<file path="src/rtl/lcd_pkg.sv">
// ============================================================================
//  Module   : lcd_pkg
//  Purpose  : Shared types and default timing for the LCD bus timer.
//  Revision : 1.0  initial release
// ============================================================================
`default_nettype none

package lcd_pkg;

  typedef enum logic [2:0] {
    IDLE     = 3'd0,
    SETUP    = 3'd1,
    EN_HI    = 3'd2,
    HOLD     = 3'd3,
    WAIT_REL = 3'd4
  } lcdState_t;

  localparam int c_T_AS_DEFAULT = 2;
  localparam int c_T_PW_DEFAULT = 11;
  localparam int c_T_H_DEFAULT  = 2;

  // Which half of the byte is on DB[7:4] in nibble mode
  localparam logic c_NIB_HIGH = 1'b0;
  localparam logic c_NIB_LOW  = 1'b1;

endpackage

`default_nettype wire

</file>
<file path="src/rtl/lcd_phase_counter.sv">
// ============================================================================
//  Module   : lcd_phase_counter
//  Purpose  : Phase cycle counter with load-to-zero and terminal compare.
//  Revision : 1.0  initial release
// ============================================================================
`default_nettype none

module lcd_phase_counter #(
  parameter int CNT_W = 6
) (
  input  logic             clk,
  input  logic             rst,
  input  logic             load,
  input  logic             enable,
  input  logic [CNT_W-1:0] limit,
  output logic             terminal
);

  logic [CNT_W-1:0] r_count;

  always_ff @(posedge clk or posedge rst) begin
    if (rst) begin
      r_count <= '0;
    end else if (load) begin
      r_count <= '0;
    end else if (enable) begin
      r_count <= r_count + CNT_W'(1);
    end
  end

  assign terminal = (r_count == limit);

endmodule

`default_nettype wire

</file>
<file path="src/rtl/lcd_bus_timer.sv">
// ============================================================================
//  Module   : lcd_bus_timer
//  Purpose  : HD44780 bus timing generator driven by EPC-style strobes.
//  Revision : 1.0  initial release
// ============================================================================
`default_nettype none

module lcd_bus_timer
  import lcd_pkg::*;
#(
  parameter int T_AS     = c_T_AS_DEFAULT,
  parameter int T_PW     = c_T_PW_DEFAULT,
  parameter int T_H      = c_T_H_DEFAULT,
  parameter int FOUR_BIT = 0,
  parameter int CNT_W    = 6
) (
  input  logic       clk,
  input  logic       rst,
  input  logic       nCS,
  input  logic       nWR,
  input  logic       nRD,
  input  logic       RS,
  input  logic [7:0] wdata,
  output logic [7:0] rdata,
  output logic       busy,
  output logic       done,
  output logic       lcd_rs,
  output logic       lcd_rw,
  output logic       lcd_en,
  output logic [7:0] lcd_db_o,
  output logic       lcd_db_oe,
  input  logic [7:0] lcd_db_i
);

  lcdState_t        r_state, w_nextState;
  logic             r_rs, r_rw, r_nibble, r_done;
  logic [7:0]       r_wdata, r_rdata;
  logic [CNT_W-1:0] w_limit;
  logic             w_tc, w_active, w_accept, w_phaseEnd;
  logic             w_capture, w_nextNibble, w_finish;
  logic [3:0]       w_nibData;

  // A request needs exactly one strobe; both low is treated as no request
  wire w_request = ~nCS & (nWR ^ nRD);
  wire w_release = nCS | (nWR & nRD);

  lcd_phase_counter #(.CNT_W(CNT_W)) u_phaseCounter (
    .clk      (clk),
    .rst      (rst),
    .load     (w_accept | w_phaseEnd),
    .enable   (w_active),
    .limit    (w_limit),
    .terminal (w_tc)
  );

  always_ff @(posedge clk or posedge rst) begin
    if (rst) r_state <= IDLE;
    else     r_state <= w_nextState;
  end

  always_comb begin
    w_nextState  = r_state;
    w_limit      = '0;
    w_active     = 1'b0;
    w_accept     = 1'b0;
    w_phaseEnd   = 1'b0;
    w_capture    = 1'b0;
    w_nextNibble = 1'b0;
    w_finish     = 1'b0;
    case (r_state)
      IDLE: begin
        if (w_request) begin
          w_accept    = 1'b1;
          w_nextState = SETUP;
        end
      end
      SETUP: begin
        w_active   = 1'b1;
        w_limit    = CNT_W'(T_AS - 1);
        w_phaseEnd = w_tc;
        if (w_tc) w_nextState = EN_HI;
      end
      EN_HI: begin
        w_active   = 1'b1;
        w_limit    = CNT_W'(T_PW - 1);
        w_phaseEnd = w_tc;
        w_capture  = w_tc & r_rw;
        if (w_tc) w_nextState = HOLD;
      end
      HOLD: begin
        w_active   = 1'b1;
        w_limit    = CNT_W'(T_H - 1);
        w_phaseEnd = w_tc;
        if (w_tc) begin
          if (FOUR_BIT != 0 && r_nibble == c_NIB_HIGH) begin
            w_nextNibble = 1'b1;
            w_nextState  = SETUP;
          end else begin
            w_finish    = 1'b1;
            w_nextState = WAIT_REL;
          end
        end
      end
      WAIT_REL: begin
        if (w_release) w_nextState = IDLE;
      end
      default: w_nextState = IDLE;
    endcase
  end

  always_ff @(posedge clk or posedge rst) begin
    if (rst) begin
      r_rs     <= 1'b0;
      r_rw     <= 1'b0;
      r_wdata  <= '0;
      r_rdata  <= '0;
      r_nibble <= c_NIB_HIGH;
      r_done   <= 1'b0;
    end else begin
      r_done <= w_finish;
      if (w_accept) begin
        r_rs     <= RS;
        r_rw     <= ~nRD;
        r_wdata  <= wdata;
        r_nibble <= c_NIB_HIGH;
      end
      if (w_nextNibble) r_nibble <= c_NIB_LOW;
      // Nibble-mode reads always arrive on DB[7:4]
      if (w_capture) begin
        if (FOUR_BIT != 0) begin
          if (r_nibble == c_NIB_HIGH) r_rdata[7:4] <= lcd_db_i[7:4];
          else                        r_rdata[3:0] <= lcd_db_i[7:4];
        end else begin
          r_rdata <= lcd_db_i;
        end
      end
    end
  end

  assign w_nibData = (r_nibble == c_NIB_HIGH) ? r_wdata[7:4] : r_wdata[3:0];

  assign rdata     = r_rdata;
  assign done      = r_done;
  assign busy      = (r_state != IDLE);
  assign lcd_en    = (r_state == EN_HI);
  assign lcd_rs    = r_rs;
  assign lcd_rw    = w_active & r_rw;
  assign lcd_db_oe = w_active & ~r_rw;
  assign lcd_db_o  = (FOUR_BIT != 0) ? {w_nibData, 4'h0} : r_wdata;

endmodule

`default_nettype wire

</file>
<file path="config.mk">
export PLATFORM = sky130hd
export DESIGN_NAME = lcd_bus_timer
export DESIGN_NICKNAME = d
export VERILOG_FILES = /design/src/rtl/lcd_pkg.sv /design/src/rtl/lcd_phase_counter.sv /design/src/rtl/lcd_bus_timer.sv
export SDC_FILE = /design/constraint.sdc
export NUM_CORES = 1
export LEC_CHECK = 0
export ABC_CLOCK_PERIOD_IN_PS = 1500
export CORE_MARGIN = 2
export CORE_UTILIZATION = 41
export CTS_CLUSTER_SIZE = 25
export DETAILED_ROUTE_END_ITERATION = 12
export GPL_TIMING_DRIVEN = 0
export PLACE_DENSITY = 0.82
export SLEW_MARGIN = 10
export SYNTH_ARGS = -nofsm -noshare
export SYNTH_HDL_FRONTEND = slang
export SYNTH_SLANG_ARGS = --single-unit
</file>
<file path="constraint.sdc">
create_clock -name clk -period 1.5 [get_ports clk]
set_clock_uncertainty 0.1 [all_clocks]
set_input_delay 0.3 -clock clk [delete_from_list [all_inputs] [get_ports clk]]
set_output_delay 0.3 -clock clk [all_outputs]
set_load 0.05 [all_outputs]
</file>
==> metrics.cfg <==
[worst_setup_path]
crit_fanout = 6
crit_buf_inv = 1
r2r-start = r_state[0]
rr_worst_depth = 4
critPathTopFamily = flip-flops
r2r_end = r_state[0]
crit_arrival_ps = 1410
cp_cell_sequence = or3_4, buf_8
startpoint_type = flip-flop
cp_slowest_cell = dfrtp_2
crit_type = reg2out
end_kind = output pin
startpoint = r_state[2]
rrSetupSlack_ps = -310
cp_num_cells = 2
critPathMaxStageDelay_ps = 490
worstPathRequired_ps = 1100

[floorplan]
io_pins = 44
rows = 21
start_util_pct = 42.0
die-area_um2 = 3850
die_w_um = 62.0
die-height_um = 62.0
core_area_um2 = 3280

[cts]
holdBufCountCts = 0
clk_pin_slew_worst_paths_ps = 170
clk_latency_ps = 350
cts_root_buffer = clkbuf_4
cts.htree.levels = 1
numCtsBuffers = 3
clk_path_buf_depth = 2
cts_tree = done
clock-sinks = 28

[sta]
hold_viol_final = 0
fmax_ghz = 0.552
finalCritPeriodShare_pct = 121
setup_ws_ps = -313
fin_hold_ws_ps = 238
final.setup.tns_ps = -7900
maxSlewHeadroom_pct = 60.1
rsz0062_at_grt = yes
min_period_ps = 1810
setup_violations = 32
worstMarginPinSlew_ps = 597
slew_viol_final = 0

[cells_and_area]
fin_nets = 214
finalNonFillerCells = 235
drive_gt1_share_pct = 41.3
nFillCells = 261
syn_to_final_growth_pct = 50.0
antenna_cells = 0
seq_area_um2 = 703
multi_input_area_um2 = 721

[logic_synthesis]
syn_area_um2 = 1380
synth_area_leaders = dfrtp_1 51%, nand2_1 9.0%, mux2_4 8.7%
ys_warn_count = 0
yosysTopAreaCellShare_pct = 50.8
async_reset_ff_share_pct = 100
synth_common_cells = 33 x nand2_1, 28 x dfrtp_1, 8 x mux2_4, 7 x nand3_1, 7 x nor2_1
synth_edf_count = 0
synth.largest_area_cell = dfrtp_1
ys_seq_area_share_pct = 50.8
synthCells = 127
synth_nets = 151
synth_ff_type = dfrtp_1
synth_seq_cells = 28
syn_area_per_cell_um2 = 10.9
yosysMostFrequentCell = nand2_1
ys_types = 35

[grt]
grt_max_degree = 29
grt_overflow_total = 0
grt_pass1_wl_um = 5340
grt_usage_pct = 19.4
antenna_found_initial = 0
grt_pass1_vias = 1172

[pwr]
power_mw = 4.37
ir_drop_uv = 1060
powerDensity_nw_per_um2 = 2110
power.leakage_nw = 0.995

[status]
violations = setup timing
outcome = complete, but fails checks

[detailed_routing]
totalWireLength_um = 3710
ant_nets = 0
dr.pass1.iters = 4
drc = 0
num_vias = 1185
drt_iter0_markers = 41
via_per_inst = 5.04
routedWlPerCell_um = 15.8

[placed_design]
gp_congestion = 0.886
io_buffers = 43
dp.cells = 216
dp_worst_setup_slack_ps = -653
place_hpwl_um = 2350

[min_path]
hold_path_class = in2async

[flow_run]
maxCapViolCount = 0

cell type report:
cell class,instances,share of cell area (%)
Buffer,3,1.75
Clock buffer,3,1.09
Clock inverter,1,1.45
Inverter,2,0.544
Multi-Input combinational cell,93,34.8
Sequential cell,28,34.0
Tap cell,46,2.78
Timing Repair Buffer,59,23.6
per-stage QoR:
| step | utilization (%) | cell area, µm² |
|---|---|---|
| floorplan | - | 1410 |
| global placement | 57.9 | 1900 |
| detailed placement | 57.9 | 1900 |
| CTS | 63.5 | 2090 |
| global route | 63.0 | 2070 |
| finish | 63.0 | 2070 |
how the worst max path moves through the flow:
stage          slack [ps]    endpoint
6_report             -310        busy
3_5_place_dp         -650      lcd_rw
2_1_floorplan        -480  r_state[1]
3_3_place_gp         -640   lcd_db_oe
4_1_cts              -330        busy
5_1_grt              -360        busy
power by group:
part / switching [mW] / internal [mW] / leakage (nW)
clock network: 0.241 / 0.271 / 0.0279
logic: 1.51 / 1.09 / 0.626
registers: 0.269 / 0.999 / 0.341
state kept, by name, summed over array words and instances (netlist names):
| signal | count |
|---|---|
| r_rw | 1 |
| lcd_rs | 1 |
| rdata | 8 |
| done | 1 |
| u_phaseCounter.r_count | 6 |
| lcd_db_o | 8 |
| r_state | 3 |
cells by family after synthesis:
logic type / Yosys count / synth area share (%)
simple gates: 67 / 26.4
fa+ha+maj: 2 / 1.81
xor+xnor: 2 / 2.63
mux: 10 / 10.2
compound gates: 12 / 5.98
flops: 28 / 50.8
buf+inv: 6 / 2.27
per-layer routing:
layer	vias to the layer above	part of all wire [%]	routed length (µm)	global-route usage (%)
li1	570	-	-	-
met1	565	39	1460	22.6
met2	42	53	1960	34.4
met3	8	5.7	210	4.14
met4	0	2.4	90	8.21
met5	-	0	0	0
cells in the final DEF (no fill, tap or decap), types with 3 or more instances in the layout:
cell             Yosys  final
buf_2                1     18
buf_4                0     13
buf_6                1      6
buf_8                0      3
clkbuf_4             0      3
clkdlybuf4s50_1      0     21
dfrtp_1             28     26
mux2_4               8      8
nand2_1             33     33
nand3_1              7      4
nand3_2              0      3
nand3b_1             3      3
nor2_1               7      5
repair_timing:
item,in CTS,in global routing
hold endpoints to repair,0,0
pin swaps,8,4
resized for setup,127,15
buffers inserted,14,0
setup endpoints to repair,49,39
gates cloned,2,0
(Power assumes the default switching activity.)
